--- src/rtl/rom_read_arbiter_pkg.sv ---
// ============================================================================
//  Module   : rom_arb_pkg
//  Purpose  : Shared types and constants for the ROM read arbiter slice.
//             - FSM state encoding
//             - default address/data widths
//             - port index constants
//  Revision : 1.0 - initial release
// ============================================================================
`default_nettype none

package rom_arb_pkg;

  localparam int DEF_ADDR_W = 20;
  localparam int DEF_DATA_W = 20;

  localparam logic P0 = 1'b0;
  localparam logic P1 = 1'b1;

  typedef enum logic [1:0] {
    IDLE  = 2'd0,
    ISSUE = 2'd1,
    CAPT  = 2'd2,
    RESP  = 2'd3
  } state_t;

endpackage : rom_arb_pkg

`default_nettype wire

--- src/rtl/rom_read_arbiter_if.sv ---
// ============================================================================
//  Module   : rom_arb_if
//  Purpose  : Bundles the two requester ports and the ROM pins of the arbiter.
//  Ports    : req0/1_*  request handshake (valid/ready + address)
//             rsp0/1_*  response handshake (valid/ready + data)
//             rom_*     ROM load/address out, registered ROM data in
//  Modports : slave  - the arbiter
//             master - the requesters and ROM around it
//  Revision : 1.0 - initial release
// ============================================================================
`default_nettype none

interface rom_arb_if
  import rom_arb_pkg::*;
#(
  parameter int ADDR_W = DEF_ADDR_W,
  parameter int DATA_W = DEF_DATA_W
);

  logic              req0_valid;
  logic [ADDR_W-1:0] req0_addr;
  logic              req0_ready;
  logic              rsp0_valid;
  logic [DATA_W-1:0] rsp0_data;
  logic              rsp0_ready;

  logic              req1_valid;
  logic [ADDR_W-1:0] req1_addr;
  logic              req1_ready;
  logic              rsp1_valid;
  logic [DATA_W-1:0] rsp1_data;
  logic              rsp1_ready;

  logic              rom_load;
  logic [ADDR_W-1:0] rom_address;
  logic [DATA_W-1:0] rom_data_out;

  modport slave (
    input  req0_valid, req0_addr, rsp0_ready,
    input  req1_valid, req1_addr, rsp1_ready,
    input  rom_data_out,
    output req0_ready, rsp0_valid, rsp0_data,
    output req1_ready, rsp1_valid, rsp1_data,
    output rom_load, rom_address
  );

  modport master (
    output req0_valid, req0_addr, rsp0_ready,
    output req1_valid, req1_addr, rsp1_ready,
    output rom_data_out,
    input  req0_ready, rsp0_valid, rsp0_data,
    input  req1_ready, rsp1_valid, rsp1_data,
    input  rom_load, rom_address
  );

endinterface : rom_arb_if

`default_nettype wire

--- src/rtl/rom_read_arbiter_rr_arb2.sv ---
// ============================================================================
//  Module   : rr_arb2
//  Purpose  : Combinational two-way round-robin grant. On a tie the port that
//             did not win last time is granted; a lone requester always wins.
//  Ports    : req0, req1   request inputs
//             last_grant   index of the previous winner (owned by the FSM)
//             enable       grants are only produced while enabled
//             grant0/1     one-hot (or zero) grant outputs
//  Revision : 1.0 - initial release
// ============================================================================
`default_nettype none

module rr_arb2
  import rom_arb_pkg::*;
(
  input  wire logic req0,
  input  wire logic req1,
  input  wire logic last_grant,
  input  wire logic enable,
  output logic      grant0,
  output logic      grant1
);

  assign grant0 = enable & req0 & (~req1 | (last_grant == P1));
  assign grant1 = enable & req1 & (~req0 | (last_grant == P0));

endmodule : rr_arb2

`default_nettype wire

--- src/rtl/rom_read_arbiter.sv ---
// ============================================================================
//  Module   : rom_read_arbiter
//  Purpose  : Shares one synchronous ROM between an instruction-fetch port (0)
//             and a data/table port (1). One read is outstanding at a time:
//             IDLE (grant) -> ISSUE (rom_load pulse) -> CAPT (capture ROM
//             data) -> RESP (hold response until the owner takes it).
//  Ports    : clk    rising-edge system clock
//             rst_n  asynchronous active-low reset
//             bus    rom_arb_if slave modport (requests, responses, ROM pins)
//  Revision : 1.0 - initial release
// ============================================================================
`default_nettype none

module rom_read_arbiter
  import rom_arb_pkg::*;
#(
  parameter int ADDR_W = DEF_ADDR_W,
  parameter int DATA_W = DEF_DATA_W
) (
  input  wire logic clk,
  input  wire logic rst_n,
  rom_arb_if.slave  bus
);

  state_t            r_state;
  logic              r_owner;
  logic              r_last_grant;
  logic              r_rom_load;
  logic [ADDR_W-1:0] r_rom_address;
  logic              r_rsp0_valid;
  logic [DATA_W-1:0] r_rsp0_data;
  logic              r_rsp1_valid;
  logic [DATA_W-1:0] r_rsp1_data;

  logic w_idle;
  logic w_grant0;
  logic w_grant1;
  logic w_owner_ready;

  assign w_idle = (r_state == IDLE);

  rr_arb2 u_rr_arb2 (
    .req0       (bus.req0_valid),
    .req1       (bus.req1_valid),
    .last_grant (r_last_grant),
    .enable     (w_idle),
    .grant0     (w_grant0),
    .grant1     (w_grant1)
  );

  assign w_owner_ready = (r_owner == P0) ? bus.rsp0_ready : bus.rsp1_ready;

  always_ff @(posedge clk or negedge rst_n) begin
    if (!rst_n) begin
      r_state       <= IDLE;
      r_owner       <= P0;
      r_last_grant  <= P1;   // makes port 0 win the first tie
      r_rom_load    <= 1'b0;
      r_rom_address <= '0;
      r_rsp0_valid  <= 1'b0;
      r_rsp0_data   <= '0;
      r_rsp1_valid  <= 1'b0;
      r_rsp1_data   <= '0;
    end else begin
      case (r_state)
        IDLE: begin
          if (w_grant0) begin
            r_rom_address <= bus.req0_addr;
            r_rom_load    <= 1'b1;
            r_owner       <= P0;
            r_last_grant  <= P0;
            r_state       <= ISSUE;
          end else if (w_grant1) begin
            r_rom_address <= bus.req1_addr;
            r_rom_load    <= 1'b1;
            r_owner       <= P1;
            r_last_grant  <= P1;
            r_state       <= ISSUE;
          end
        end
        ISSUE: begin
          // ROM samples load/address on this edge; the address is left in
          // place afterwards since rom_load alone gates the ROM.
          r_rom_load <= 1'b0;
          r_state    <= CAPT;
        end
        CAPT: begin
          if (r_owner == P0) begin
            r_rsp0_data  <= bus.rom_data_out;
            r_rsp0_valid <= 1'b1;
          end else begin
            r_rsp1_data  <= bus.rom_data_out;
            r_rsp1_valid <= 1'b1;
          end
          r_state <= RESP;
        end
        RESP: begin
          // Data registers are not cleared; only valid drops.
          if (w_owner_ready) begin
            if (r_owner == P0) begin
              r_rsp0_valid <= 1'b0;
            end else begin
              r_rsp1_valid <= 1'b0;
            end
            r_state <= IDLE;
          end
        end
        default: r_state <= IDLE;
      endcase
    end
  end

  assign bus.req0_ready  = w_grant0;
  assign bus.req1_ready  = w_grant1;
  assign bus.rsp0_valid  = r_rsp0_valid;
  assign bus.rsp0_data   = r_rsp0_data;
  assign bus.rsp1_valid  = r_rsp1_valid;
  assign bus.rsp1_data   = r_rsp1_data;
  assign bus.rom_load    = r_rom_load;
  assign bus.rom_address = r_rom_address;

endmodule : rom_read_arbiter

`default_nettype wire

--- src/flat_wrapper.sv ---
// flat-port wrapper written by rule: the top's interface ports become plain ports
module rom_read_arbiter_flat import rom_arb_pkg::*;
#(
  parameter int ADDR_W = DEF_ADDR_W,
  parameter int DATA_W = DEF_DATA_W
)
  (clk, rst_n, bus_req0_valid, bus_req0_addr, bus_rsp0_ready, bus_req1_valid, bus_req1_addr, bus_rsp1_ready, bus_rom_data_out, bus_req0_ready, bus_rsp0_valid, bus_rsp0_data, bus_req1_ready, bus_rsp1_valid, bus_rsp1_data, bus_rom_load, bus_rom_address);
  rom_arb_if #(.ADDR_W(ADDR_W), .DATA_W(DATA_W)) bus_i ();
  input  wire logic clk;
  input  wire logic rst_n;
  input wire logic [$bits(bus_i.req0_valid)-1:0] bus_req0_valid;
  input wire logic [$bits(bus_i.req0_addr)-1:0] bus_req0_addr;
  input wire logic [$bits(bus_i.rsp0_ready)-1:0] bus_rsp0_ready;
  input wire logic [$bits(bus_i.req1_valid)-1:0] bus_req1_valid;
  input wire logic [$bits(bus_i.req1_addr)-1:0] bus_req1_addr;
  input wire logic [$bits(bus_i.rsp1_ready)-1:0] bus_rsp1_ready;
  input wire logic [$bits(bus_i.rom_data_out)-1:0] bus_rom_data_out;
  output wire logic [$bits(bus_i.req0_ready)-1:0] bus_req0_ready;
  output wire logic [$bits(bus_i.rsp0_valid)-1:0] bus_rsp0_valid;
  output wire logic [$bits(bus_i.rsp0_data)-1:0] bus_rsp0_data;
  output wire logic [$bits(bus_i.req1_ready)-1:0] bus_req1_ready;
  output wire logic [$bits(bus_i.rsp1_valid)-1:0] bus_rsp1_valid;
  output wire logic [$bits(bus_i.rsp1_data)-1:0] bus_rsp1_data;
  output wire logic [$bits(bus_i.rom_load)-1:0] bus_rom_load;
  output wire logic [$bits(bus_i.rom_address)-1:0] bus_rom_address;
  assign bus_i.req0_valid = bus_req0_valid;
  assign bus_i.req0_addr = bus_req0_addr;
  assign bus_i.rsp0_ready = bus_rsp0_ready;
  assign bus_i.req1_valid = bus_req1_valid;
  assign bus_i.req1_addr = bus_req1_addr;
  assign bus_i.rsp1_ready = bus_rsp1_ready;
  assign bus_i.rom_data_out = bus_rom_data_out;
  assign bus_req0_ready = bus_i.req0_ready;
  assign bus_rsp0_valid = bus_i.rsp0_valid;
  assign bus_rsp0_data = bus_i.rsp0_data;
  assign bus_req1_ready = bus_i.req1_ready;
  assign bus_rsp1_valid = bus_i.rsp1_valid;
  assign bus_rsp1_data = bus_i.rsp1_data;
  assign bus_rom_load = bus_i.rom_load;
  assign bus_rom_address = bus_i.rom_address;
  rom_read_arbiter #(.ADDR_W(ADDR_W), .DATA_W(DATA_W)) u_core (.clk(clk), .rst_n(rst_n), .bus(bus_i));
endmodule
--- config.mk ---
export PLATFORM = sky130hd
export DESIGN_NAME = rom_read_arbiter_flat
export DESIGN_NICKNAME = d
export VERILOG_FILES = /design/src/rtl/rom_read_arbiter_pkg.sv /design/src/rtl/rom_read_arbiter_if.sv /design/src/rtl/rom_read_arbiter_rr_arb2.sv /design/src/rtl/rom_read_arbiter.sv /design/src/flat_wrapper.sv
export SDC_FILE = /design/constraint.sdc
export NUM_CORES = 1
export LEC_CHECK = 0
export BUFFER_PORTS_ARGS = -buffer_cell sky130_fd_sc_hd__buf_2
export CAP_MARGIN = 25
export CORE_UTILIZATION = 44
export DETAILED_ROUTE_END_ITERATION = 10
export PLACE_DENSITY = 0.72
export SLEW_MARGIN = 20
export SYNTH_ARGS = -nofsm -noshare
export SYNTH_HDL_FRONTEND = slang
export SYNTH_SLANG_ARGS = --single-unit
export TNS_END_PERCENT = 1
--- constraint.sdc ---
create_clock -name clk -period 3.8 [get_ports clk]
set_input_delay 0.76 -clock clk [delete_from_list [all_inputs] [get_ports clk]]
set_output_delay 0.76 -clock clk [all_outputs]
set_load 0.05 [all_outputs]
# Yosys cells after proc, flatten, opt, wreduce, memory -nomap -nowiden
# Index checks and enable logic that the tools add are counted.
[word_totals]
ff_bits = 67
in_bits = 66
output_inout_bits = 65
wordCells = 58
[classes]
n_eq_ne = 9
n_mux = 19
n_bitwise = 10
reduce_logical = 11
[ops]
columns = ["cell", "n"]
rows = [
  ["2-to-1 mux 20 bit", 2],
  ["2-to-1 mux 1 bit", 10],
  ["AND reduction 2 bit", 5],
  ["case mux 2 bit (4 select lines)", 1],
  ["AND reduction 4 bit", 2],
  ["2-to-1 mux 2 bit", 3],
  ["!= test 2 x 1 -> 1 bit, second input constant", 3],
  ["case mux 1 bit (2 select lines)", 3],
  ["nonzero test 2 bit", 3],
  ["AND 1 bit", 4],
  ["equality test 2 bit, second input constant", 2],
  ["!= test 2 bit, second input constant", 2],
  ["NOT 1 bit", 4],
  ["!= test 3 bit, second input constant", 1],
  ["equality test 2 x 1 -> 1 bit, second input constant", 1],
  ["zero test 2 bit", 1],
  ["bitwise OR 1 bit", 2],
]

# Depth between registers and ports, before layout
# Gate-level depths: netlist (run 1).
[logic_depth]
ltp_word = 6
depth_mapped = 7
ltp_nobuf = 5

# Cells and area by module
# From an unflattened synthesis (run 1), not the netlist that was laid out.
[unflattened]
cells_unflattened = 217
hier_area_um2 = 2881.5
[modules_own_cells]
columns = ["module", "instances", "cells_each", "area_per_inst_um2"]
rows = [
  ["rom_read_arbiter", 1, 212, 2860.2],
  ["rr_arb2", 1, 5, 21.3],
]

# Least setup slack after synthesis (run 1)
# Ideal clock, no wire load.
[synth_path]
path_kind = "input-to-output"
startpoint = "input port bus_req1_valid"
endpoint = "output port bus_req0_ready"
arrival_ps = 1691
t_required_ps = 3040
path_slack_ps = 1349
stages = 3
n_path_buf = 1
cell_sequence = "nor2b_4 clkbuf_1 nor2_1"
[synth_via]
elab_chain_cells = 3
[synth_rtl]
columns = ["element", "line", "source"]
rows = [
  ["from (decl)", "flat_wrapper.sv:14", "input wire logic [$bits(bus_i.req1_valid)-1:0] bus_req1_valid;"],
  ["NOT 1 bit", "rom_read_arbiter_rr_arb2.sv:24", "assign grant0 = enable & req0 & (~req1 | (last_grant == P1));"],
  ["bitwise OR 1 bit", "rom_read_arbiter_rr_arb2.sv:24", ""],
  ["AND 1 bit", "rom_read_arbiter_rr_arb2.sv:24", ""],
  ["to (decl)", "flat_wrapper.sv:18", "output wire logic [$bits(bus_i.req0_ready)-1:0] bus_req0_ready;"],
]
# Every way passes these cells.

# Worst setup path after layout (run 1)
[layout_path]
startpoint = "register u_core.r_state[1]"
endpoint = "output port bus_req0_ready"
[layout_via]
elab_chain_cells = 3
[layout_rtl]
columns = ["element", "line", "source"]
rows = [
  ["from (decl)", "rom_read_arbiter.sv:25", "state_t r_state;"],
  ["from (signal assigned)", "rom_read_arbiter.sv:55", "r_state <= IDLE;"],
  ["from (signal assigned)", "rom_read_arbiter.sv:72", "r_state <= ISSUE;"],
  ["from (signal assigned)", "rom_read_arbiter.sv:78", "r_state <= ISSUE;"],
  ["zero test 2 bit", "rom_read_arbiter.sv:40", "assign w_idle = (r_state == IDLE);"],
  ["AND 1 bit (2 in a row)", "rom_read_arbiter_rr_arb2.sv:24", ""],
]
# Every way passes these cells.

==> results of run 1 <==
## worst register-to-register path: stages (launching register included)
cell and delay [ns]:
dfrtp_1 0.40, inv_1 0.13, ha_1 0.22, nor2b_2 0.58, buf_6 0.25, mux2_2 0.34
## flip-flops by register name, indices dropped and copies added, names as in the netlist
register	flops
u_core.bus.rom_address	20
u_core.bus.rsp1_valid	1
u_core.r_last_grant	1
u_core.bus.rsp0_valid	1
u_core.bus.rsp0_data	20
u_core.bus.rom_load	1
u_core.bus.rsp1_data	20
u_core.r_state	2
u_core.r_owner	1
## path summary, 6_finish.rpt
check	from	to	depth (start not counted)
worst max-delay path	u_core.r_state[1]$_DFFE_PN0P_	bus_req0_ready	5
worst min-delay path	rst_n	u_core.bus.rsp0_data[10]$_DFFE_PN0P_	1
worst max register to register	u_core.r_state[0]$_DFFE_PN0P_	u_core.bus.rsp0_data[2]$_DFFE_PN0P_	5
worst min register to register	u_core.bus.rsp0_data[4]$_DFFE_PN0P_	u_core.bus.rsp0_data[4]$_DFFE_PN0P_	1
max in group asynchronous	rst_n	u_core.r_last_grant$_DFFE_PN1P_	2
min in group clk	u_core.bus.rsp0_data[4]$_DFFE_PN0P_	u_core.bus.rsp0_data[4]$_DFFE_PN0P_	1
## cell type report
type,instances,share of cell area
timing repair buffer,133,0.177
clock inverter,7,0.0261
sequential,67,0.438
multi-input combinational,151,0.297
inverter,5,0.00490
tap,77,0.0251
clock buffer,9,0.0323
## metal layers
layer / vias to the layer above / routed length [um] / share of wire
met5: - / 0 / 0
met4: 0 / 71 / 0.012
li1: 1109 / - / -
met2: 106 / 2620 / 0.44
met1: 1049 / 2800 / 0.47
met3: 7 / 474 / 0.080
## cell families after synthesis
family | synth area share
multiplexers | 0.161
flip-flops | 0.574
adder cells (fa/ha/maj) | 0.0214
AO/OA/AOI/OAI | 0.0928
buffers and inverters | 0.0385
AND/OR/NAND/NOR | 0.112
## through the flow
stage | util | hold slack, ns | cell area (um2) | instances
6_report | 0.600 | 0.429 | 3830 | 449
5_1_grt | 0.600 | 0.461 | 3830 | 449
4_1_cts | 0.600 | 0.436 | 3830 | 449
3_5_place_dp | 0.565 | 0.470 | 3610 | 433
3_3_place_gp | 0.563 | 0.462 | 3600 | 432
2_1_floorplan | - | 0.464 | 2930 | 240
## cell usage in the layout, fill, tap and decap left out, drive strengths merged
master  count
o21a        1
clkinv      3
a31oi      20
nand3       1
mux2i       1
a32oi       1
nor2       25
dfrtp      66
dfstp       1
nor2b       2
inv         7
mux2       41
nand2       7
buf       133
o21ai      24
nand2b      1
a21oi       2
clkbuf      9
or3b       20
bufinv      2
ha          5
==> reports/metrics.csv, run 1 <==
stage,metric,value,unit
placement,hpwlAfterDp,4370,um
logic_synthesis,synth_top_area_cell,dfrtp_1,
grt,gr-total-overflow,0,
clocking,cts_resized,0,
route,first_pass_iters,4,
logic_synthesis,synth-async-reset-ratio,1.00,
clocking,ctsLongestPathBuffers,2,
route,routed_wirelength,5960,um
finish,synthToLayoutAreaGrowth,31.0,%
route,drcViolationCount,0,
placement,port_buffers,130,
timing,finalSetupViolCount,0,
logic_synthesis,synth.top_cell.area_share,0.565,
run_status,outcome,finished clean,
logic_synthesis,avgSynthCellArea,12.2,um2
logic_synthesis,synth_most_common_cell,dfrtp_1,
grt,grt_max_degree,42,
clocking,cts_tree,done,
logic_synthesis,yosysSeqAreaShare,0.574,
setup_path,critPathKind,register to output pin,
logic_synthesis,postSynthCellCount,240,
floorplan,fp.dieW,83.5,um
setup_path,timing.critical_path.buf_inv,2,
logic_synthesis,ys_ff_latch,67,
logic_synthesis,synth.area.top_cells,"dfrtp_1, mux2_2, or3b_1",
timing,fin_skew,0.00813,ns
timing,period_share,0.722,
run,drv_cap,0,
finish,drive_gt1_frac,0.489,
grt,use_met2,0.273,
clocking,cts_setup_buffers,0,
setup_path,slowest_delay,0.42,ns
grt,grt_use_met3,0.0495,
floorplan,rows,29,
floorplan,core_area,0.00639,mm2
placement,post-place-ws,1.32,ns
logic_synthesis,ys_types,23,
route,num_vias,2271,
grt,top_usage_layer,met2,
finish,multi_input_area,0.00114,mm2
logic_synthesis,synth_ff_type,dfrtp_1,
logic_synthesis,synth_warnings,0,
grt,grt_antenna_before_repair,0,
setup_path,start_kind,register,
setup_path,cp.required,3.04,ns
route,wl_per_cell,13.3,um
finish,antenna_cells,0,
clocking,holdBufCountCts,0,
timing,hold_violations,0,
logic_synthesis,netlist_top_cells_count,"dfrtp_1, mux2_2, nor2_1",
grt,track_usage,0.183,
setup_path,crit_slowest_cell,dfrtp_1,
timing,tns,0,ns
timing,slew_viol_final,0,
finish,seqCellArea,0.00168,mm2
floorplan,die_h,83.5,um
timing,rsz0062_at_grt,no,
logic_synthesis,synth_edf_count,0,
clocking,cts_buffers,9,
clocking,htree_levels,3,
setup_path,crit_chain,"inv_1, ha_1, nand2_2, nor2_1, buf_2",
route,vias_per_cell,5.06,
floorplan,initial_utilization,0.458,
placement,gp_congestion,0.723,
clocking,path_clk_slew,0.08,ns
grt,globalRouteMet1Util,0.256,
min_path,min_path_type,input pin to async pin,
setup_path,cpLargestDelayFamily,simple AND/OR/NAND/NOR gates,
logic_synthesis,netlist_area,0.00293,mm2
setup_path,critPathCaptureType,output pin,
setup_path,cp.arrival,1.98,ns
logic_synthesis,syn-num-nets,311,
clocking,clk_latency,0.33,ns
grt,grt_pass1_vias,2153,
route,final_antenna_net_count,0,
timing,worstMarginPinSlew,0.955,ns
finish,n_fill_cell,544,
timing,layout_setup_ws,1.06,ns
timing,min_period,2.74,ns
timing,clock.fmax,0.365,GHz
setup_path,path_max_fanout,41,
grt,grt_first_pass_wirelength,10100,um
floorplan,die_area,0.00698,mm2
route,drtIter0Drc,45,
floorplan,io_pins,131,
clocking,root_buffer,clkbuf_8,
finish,nets,438,
clocking,clock_sinks,67,
setup_path,r2r_slack,1.77,ns
timing,relSlewSlack,0.362,
Power of run 1 is left out: the tool's default activity adds up to more than one toggle a clock period on the data nets, which glitch-free logic cannot reach.
==> run 2, diff against run 1 <==
- ABC_AREA: unset -> 1
- PLACE_DENSITY: 0.72 -> 0.71
- clock period: 3.8 -> 2.8 ns (I/O delays scaled with it)
==> run 2 against run 1 <==
Synthesized cell count increased by 57%. Wire length increased by 13%. Critical endpoint unchanged. Clock-buffer cell count increased by 1. Critical path depth increased by 2.
==> reports/metrics.csv, run 2 <==
stage,metric,value,unit,change
grt,grt_pass1_vias,2527,,was 2153
run,drv_cap,0,,unchanged
clocking,holdBufCountCts,0,,unchanged
clocking,path_clk_slew,0.07,ns,was 0.08 ns
min_path,min_path_type,input pin to async pin,,unchanged
timing,finalSetupViolCount,0,,unchanged
finish,antenna_cells,0,,unchanged
floorplan,io_pins,131,,unchanged
timing,rsz0062_at_grt,no,,unchanged
floorplan,fp.dieW,86.0,um,was 83.5 um
setup_path,slowest_delay,0.41,ns,was 0.42 ns
logic_synthesis,synth_most_common_cell,nand2_1,,was dfrtp_1
clocking,root_buffer,clkbuf_8,,unchanged
grt,grt_first_pass_wirelength,11200,um,was 10100 um
grt,track_usage,0.193,,was 0.183
timing,period_share,0.862,,
clocking,cts_setup_buffers,0,,unchanged
finish,layout_common_cells,"buf_2, nand2_1, inv_1",,"was buf_2, dfrtp_1, mux2_2"
floorplan,core_area,0.00679,mm2,was 0.00639 mm2
timing,min_period,2.41,ns,
setup_path,cp.arrival,1.85,ns,was 1.98 ns
route,num_vias,2713,,was 2271
logic_synthesis,ys_ff_latch,67,,unchanged
setup_path,critPathKind,register to output pin,,unchanged
logic_synthesis,synth.area.top_cells,"dfrtp_1, nand2_1, inv_1",,"was dfrtp_1, mux2_2, or3b_1"
logic_synthesis,ys_types,16,,was 23
clocking,cts_tree,done,,unchanged
timing,relSlewSlack,0.521,,was 0.362
floorplan,die_area,0.00740,mm2,was 0.00698 mm2
floorplan,die_h,86.0,um,was 83.5 um
run_status,outcome,finished clean,,unchanged
floorplan,initial_utilization,0.457,,was 0.458
setup_path,path_max_fanout,21,,was 41
setup_path,cp.required,2.24,ns,was 3.04 ns
timing,hold_violations,0,,unchanged
logic_synthesis,netlist_area,0.00311,mm2,was 0.00293 mm2
route,drtIter0Drc,84,,was 45
logic_synthesis,synth.top_cell.area_share,0.531,,was 0.565
timing,slew_viol_final,0,,unchanged
placement,hpwlAfterDp,4810,um,was 4370 um
logic_synthesis,yosysSeqAreaShare,0.540,,was 0.574
clocking,clock_sinks,67,,unchanged
timing,fin_skew,0.00608,ns,was 0.00813 ns
logic_synthesis,netlist_top_cells_count,"nand2_1, inv_1, dfrtp_1",,"was dfrtp_1, mux2_2, nor2_1"
setup_path,timing.critical_path.buf_inv,4,,was 2
placement,port_buffers,130,,unchanged
grt,gr-total-overflow,0,,unchanged
route,vias_per_cell,4.50,,was 5.06
timing,worstMarginPinSlew,0.716,ns,was 0.955 ns
floorplan,rows,30,,was 29
logic_synthesis,synth_warnings,0,,unchanged
finish,n_fill_cell,644,,was 544
timing,tns,0,ns,unchanged
grt,grt_max_degree,42,,unchanged
logic_synthesis,syn-num-nets,448,,was 311
logic_synthesis,synth-async-reset-ratio,1.00,,unchanged
timing,clock.fmax,0.414,GHz,
logic_synthesis,synth_edf_count,0,,unchanged
clocking,htree_levels,3,,unchanged
route,final_antenna_net_count,0,,unchanged
clocking,cts_resized,0,,unchanged
route,drcViolationCount,0,,unchanged
finish,synthToLayoutAreaGrowth,29.5,%,was 31.0%
placement,gp_congestion,0.772,,was 0.723
setup_path,reg2reg_depth,7,,was 5
setup_path,crit_slowest_cell,dfrtp_1,,unchanged
clocking,ctsLongestPathBuffers,2,,unchanged
setup_path,crit_chain,"inv_1, ha_1, nand2_2, clkinv_4, nand2_4, inv_1, buf_2",,"was inv_1, ha_1, nand2_2, nor2_1, buf_2"
logic_synthesis,postSynthCellCount,377,,was 240
setup_path,start_kind,register,,unchanged
clocking,clk_latency,0.34,ns,was 0.33 ns
logic_synthesis,synth_ff_type,dfrtp_1,,unchanged
finish,drive_gt1_frac,0.310,,was 0.489
route,first_pass_iters,4,,unchanged
route,wl_per_cell,11.2,um,was 13.3 um
setup_path,cp.depth,7,,was 5
grt,grt_antenna_before_repair,0,,unchanged
logic_synthesis,avgSynthCellArea,8.24,um2,was 12.2 um2
logic_synthesis,synth_top_area_cell,dfrtp_1,,unchanged
setup_path,cpLargestDelayFamily,buffers and inverters,,was simple AND/OR/NAND/NOR gates
finish,layout_commonest_cell,buf_2,,unchanged
clocking,cts_buffers,9,,unchanged
setup_path,crit_top_cell,inv_1,,
route,routed_wirelength,6730,um,was 5960 um
setup_path,critPathCaptureType,output pin,,unchanged
finish,nets,573,,was 438
==> run 2: logic make-up (layout without fill, tap and decap cells) <==
kind of cell | after synthesis | in the layout | share of synthesized area
simple gates | 168 | 168 | 0.229
buf+inv | 91 | 221 | 0.136
fa+ha+maj | 5 | 5 | 0.0201
flops | 67 | 67 | 0.540
compound gates | 46 | 46 | 0.0741
==> run 2: layout make-up <==
cell class / instances / area, um2 / share of cell area
flip-flops and latches: 67 / 1680 / 0.417
multi-input cells: 219 / 1010 / 0.250
repair buffers: 132 / 678 / 0.168
inverters: 73 / 279 / 0.0693
clock inverters: 6 / 138 / 0.0342
clock buffers: 10 / 128 / 0.0317
well taps: 96 / 120 / 0.0298
==> run 2: worst paths after layout <==
| path | startpoint | endpoint | slack, ns |
|---|---|---|---|
| max | u_core.r_state[1]$_DFFE_PN0P_ | bus_req0_ready | 0.39 |
| min | rst_n | u_core.bus.rom_address[6]$_DFFE_PN0P_ | 0.25 |
| min reg2reg | u_core.bus.rsp0_valid$_DFFE_PN0P_ | u_core.bus.rsp0_valid$_DFFE_PN0P_ | 0.48 |
| max in group asynchronous | rst_n | u_core.bus.rsp1_data[12]$_DFFE_PN0P_ | 1.91 |
| max reg2reg | u_core.r_state[0]$_DFFE_PN0P_ | u_core.bus.rsp0_valid$_DFFE_PN0P_ | 1.02 |
| min in group clk | bus_rom_data_out[6] | u_core.bus.rsp1_data[6]$_DFFE_PN0P_ | 0.47 |
==> run 2: layer usage <==
layer	track usage	share of wire	vias to the layer above
met5	0	0	-
met4	0.0879	0.017	0
met3	0.0587	0.094	13
met2	0.305	0.43	120
met1	0.244	0.46	1181
li1	-	-	1399
==> run 2: metrics by stage <==
step / hold slack, ns / instances / utilization / setup WS [ns] / cell area, um2
global placement: 0.457 / 587 / 0.554 / 0.714 / 3760
global route: 0.291 / 603 / 0.593 / 0.264 / 4030
detailed placement: 0.460 / 587 / 0.554 / 0.703 / 3760
finish: 0.249 / 603 / 0.593 / 0.385 / 4030
floorplan: 0.264 / 377 / - / 0.908 / 3110
CTS: 0.264 / 603 / 0.593 / 0.365 / 4030
Power of run 2 is left out for the same reason.
==> run 3, diff against run 2 <==
- CORE_ASPECT_RATIO: unset -> 0.6
==> run 3 against run 2 <==
Wire length is 6.5% higher. Cell count is 1.5% lower. Maximum frequency is 1.1% lower. Clock-buffer cell count is 2 higher. Clock skew is 0.0022 ns lower. Worst hold slack worse by 0.010 ns. Via count hardly changed. Critical path depth stayed put. Flip-flop and latch count stayed put. Critical path type unchanged. Critical endpoint unchanged.
==> reports/metrics.csv, run 3 (same netlist as run 2, synthesis figures left out) <==
stage,metric,value,unit,change
clocking,htree_levels,3,,unchanged
finish,nets,573,,unchanged
floorplan,io_pins,131,,unchanged
grt,track_usage,0.202,,was 0.193
grt,globalRouteMet1Util,0.272,,was 0.244
grt,grt_first_pass_wirelength,11600,um,was 11200 um
finish,n_fill_cell,625,,was 644
floorplan,die_area,0.00741,mm2,was 0.00740 mm2
timing,relSlewSlack,0.531,,was 0.521
timing,clock.fmax,0.410,GHz,was 0.414 GHz
route,drtIter0Drc,120,,was 84
grt,top_usage_layer,met2,,unchanged
route,drcViolationCount,0,,unchanged
clocking,clock_sinks,67,,unchanged
floorplan,core_area,0.00676,mm2,was 0.00679 mm2
timing,worstMarginPinSlew,0.700,ns,was 0.716 ns
setup_path,critPathCaptureType,output pin,,unchanged
timing,finalSetupViolCount,0,,unchanged
clocking,root_buffer,clkbuf_16,,was clkbuf_8
placement,post-place-ws,0.678,ns,was 0.703 ns
setup_path,start_kind,register,,unchanged
grt,grt_use_met3,0.0582,,was 0.0587
finish,layout_commonest_cell,buf_2,,unchanged
clocking,ctsLongestPathBuffers,2,,unchanged
grt,grt_antenna_before_repair,0,,unchanged
route,first_pass_iters,4,,unchanged
floorplan,initial_utilization,0.460,,was 0.457
setup_path,cp.required,2.24,ns,about the same
timing,slew_viol_final,0,,unchanged
grt,grt_pass1_vias,2446,,was 2527
finish,final_util,0.605,,was 0.593
timing,layout_setup_ws,0.359,ns,was 0.385 ns
floorplan,die_h,67.1,um,was 86.0 um
setup_path,critPathKind,register to output pin,,unchanged
clocking,cts_resized,0,,unchanged
grt,gr-total-overflow,0,,unchanged
route,routed_wirelength,7170,um,was 6730 um
finish,antenna_cells,0,,unchanged
finish,layout_common_cells,"buf_2, nand2_1, inv_1",,unchanged
finish,drive_gt1_frac,0.308,,was 0.310
timing,hold_violations,0,,unchanged
clocking,holdBufCountCts,0,,unchanged
timing,fin_skew,0.00383,ns,was 0.00608 ns
grt,grt_max_degree,43,,was 42
timing,rsz0062_at_grt,no,,unchanged
run,drv_cap,0,,unchanged
timing,tns,0,ns,unchanged
clocking,clk_latency,0.32,ns,was 0.34 ns
floorplan,rows,23,,was 30
route,num_vias,2712,,was 2713
clocking,path_clk_slew,0.05,ns,was 0.07 ns
setup_path,path_max_fanout,21,,unchanged
placement,port_buffers,130,,unchanged
run_status,outcome,finished clean,,unchanged
route,vias_per_cell,4.57,,was 4.50
grt,use_met2,0.314,,was 0.305
route,final_antenna_net_count,0,,unchanged
timing,period_share,0.872,,was 0.862
min_path,min_path_type,input pin to async pin,,unchanged
floorplan,fp.dieW,111,um,was 86.0 um
clocking,cts_tree,done,,unchanged
setup_path,cp.arrival,1.88,ns,was 1.85 ns
placement,hpwlAfterDp,5260,um,was 4810 um
placement,gp_congestion,0.802,,was 0.772
route,wl_per_cell,12.1,um,was 11.2 um
timing,min_period,2.44,ns,was 2.41 ns
clocking,cts_buffers,9,,unchanged
clocking,cts_setup_buffers,0,,unchanged
finish,synthToLayoutAreaGrowth,31.7,%,was 29.5%
run 3: final timing paths:
| kind | endpoint | slack [ns] | depth (start not counted) | from |
|---|---|---|---|---|
| worst max-delay path | bus_req0_ready | 0.36 | 7 | u_core.r_state[0]$_DFFE_PN0P_ |
| worst min-delay path | u_core.bus.rom_address[13]$_DFFE_PN0P_ | 0.24 | 1 | rst_n |
| worst max register to register | u_core.bus.rsp0_valid$_DFFE_PN0P_ | 1.04 | 7 | u_core.r_state[0]$_DFFE_PN0P_ |
| worst min register to register | u_core.bus.rom_address[13]$_DFFE_PN0P_ | 0.48 | 2 | u_core.bus.rom_address[13]$_DFFE_PN0P_ |
| max in group asynchronous | u_core.r_last_grant$_DFFE_PN1P_ | 1.88 | 2 | rst_n |
| min in group clk | u_core.bus.rom_address[13]$_DFFE_PN0P_ | 0.48 | 2 | u_core.bus.rom_address[13]$_DFFE_PN0P_ |
run 3: final cells by class:
class	count	area, um2	area share
flip-flops and latches	67	1680	0.410
multi-input cells	219	1010	0.246
repair buffers	132	678	0.166
inverters	73	279	0.0682
clock buffers	12	246	0.0602
well taps	87	109	0.0266
clock inverters	4	97.6	0.0238
run 3: layer usage:
| layer | part of all wire | wire length, um | vias up |
|---|---|---|---|
| li1 | - | - | 1404 |
| met1 | 0.49 | 3490 | 1239 |
| met2 | 0.46 | 3290 | 65 |
| met3 | 0.048 | 343 | 4 |
| met4 | 0.0064 | 46 | 0 |
| met5 | 0 | 0 | - |
run 3: metrics by stage:
stage               std cells  hold slack (ns)  instance area [um2]
finish                    594            0.239                 4090
global placement          578            0.460                 3750
global route              594            0.277                 4090
CTS                       594            0.245                 4090
floorplan                 377            0.264                 3110
detailed placement        578            0.461                 3750
run 3: worst max-delay path, stage by stage, from the launching register on:
cell,delay [ns]
dfrtp_1,0.41
inv_1,0.12
ha_1,0.23
nand2_2,0.12
clkinv_4,0.16
nand2_4,0.17
inv_1,0.09
buf_2,0.26
Power of run 3 is left out for the same reason.
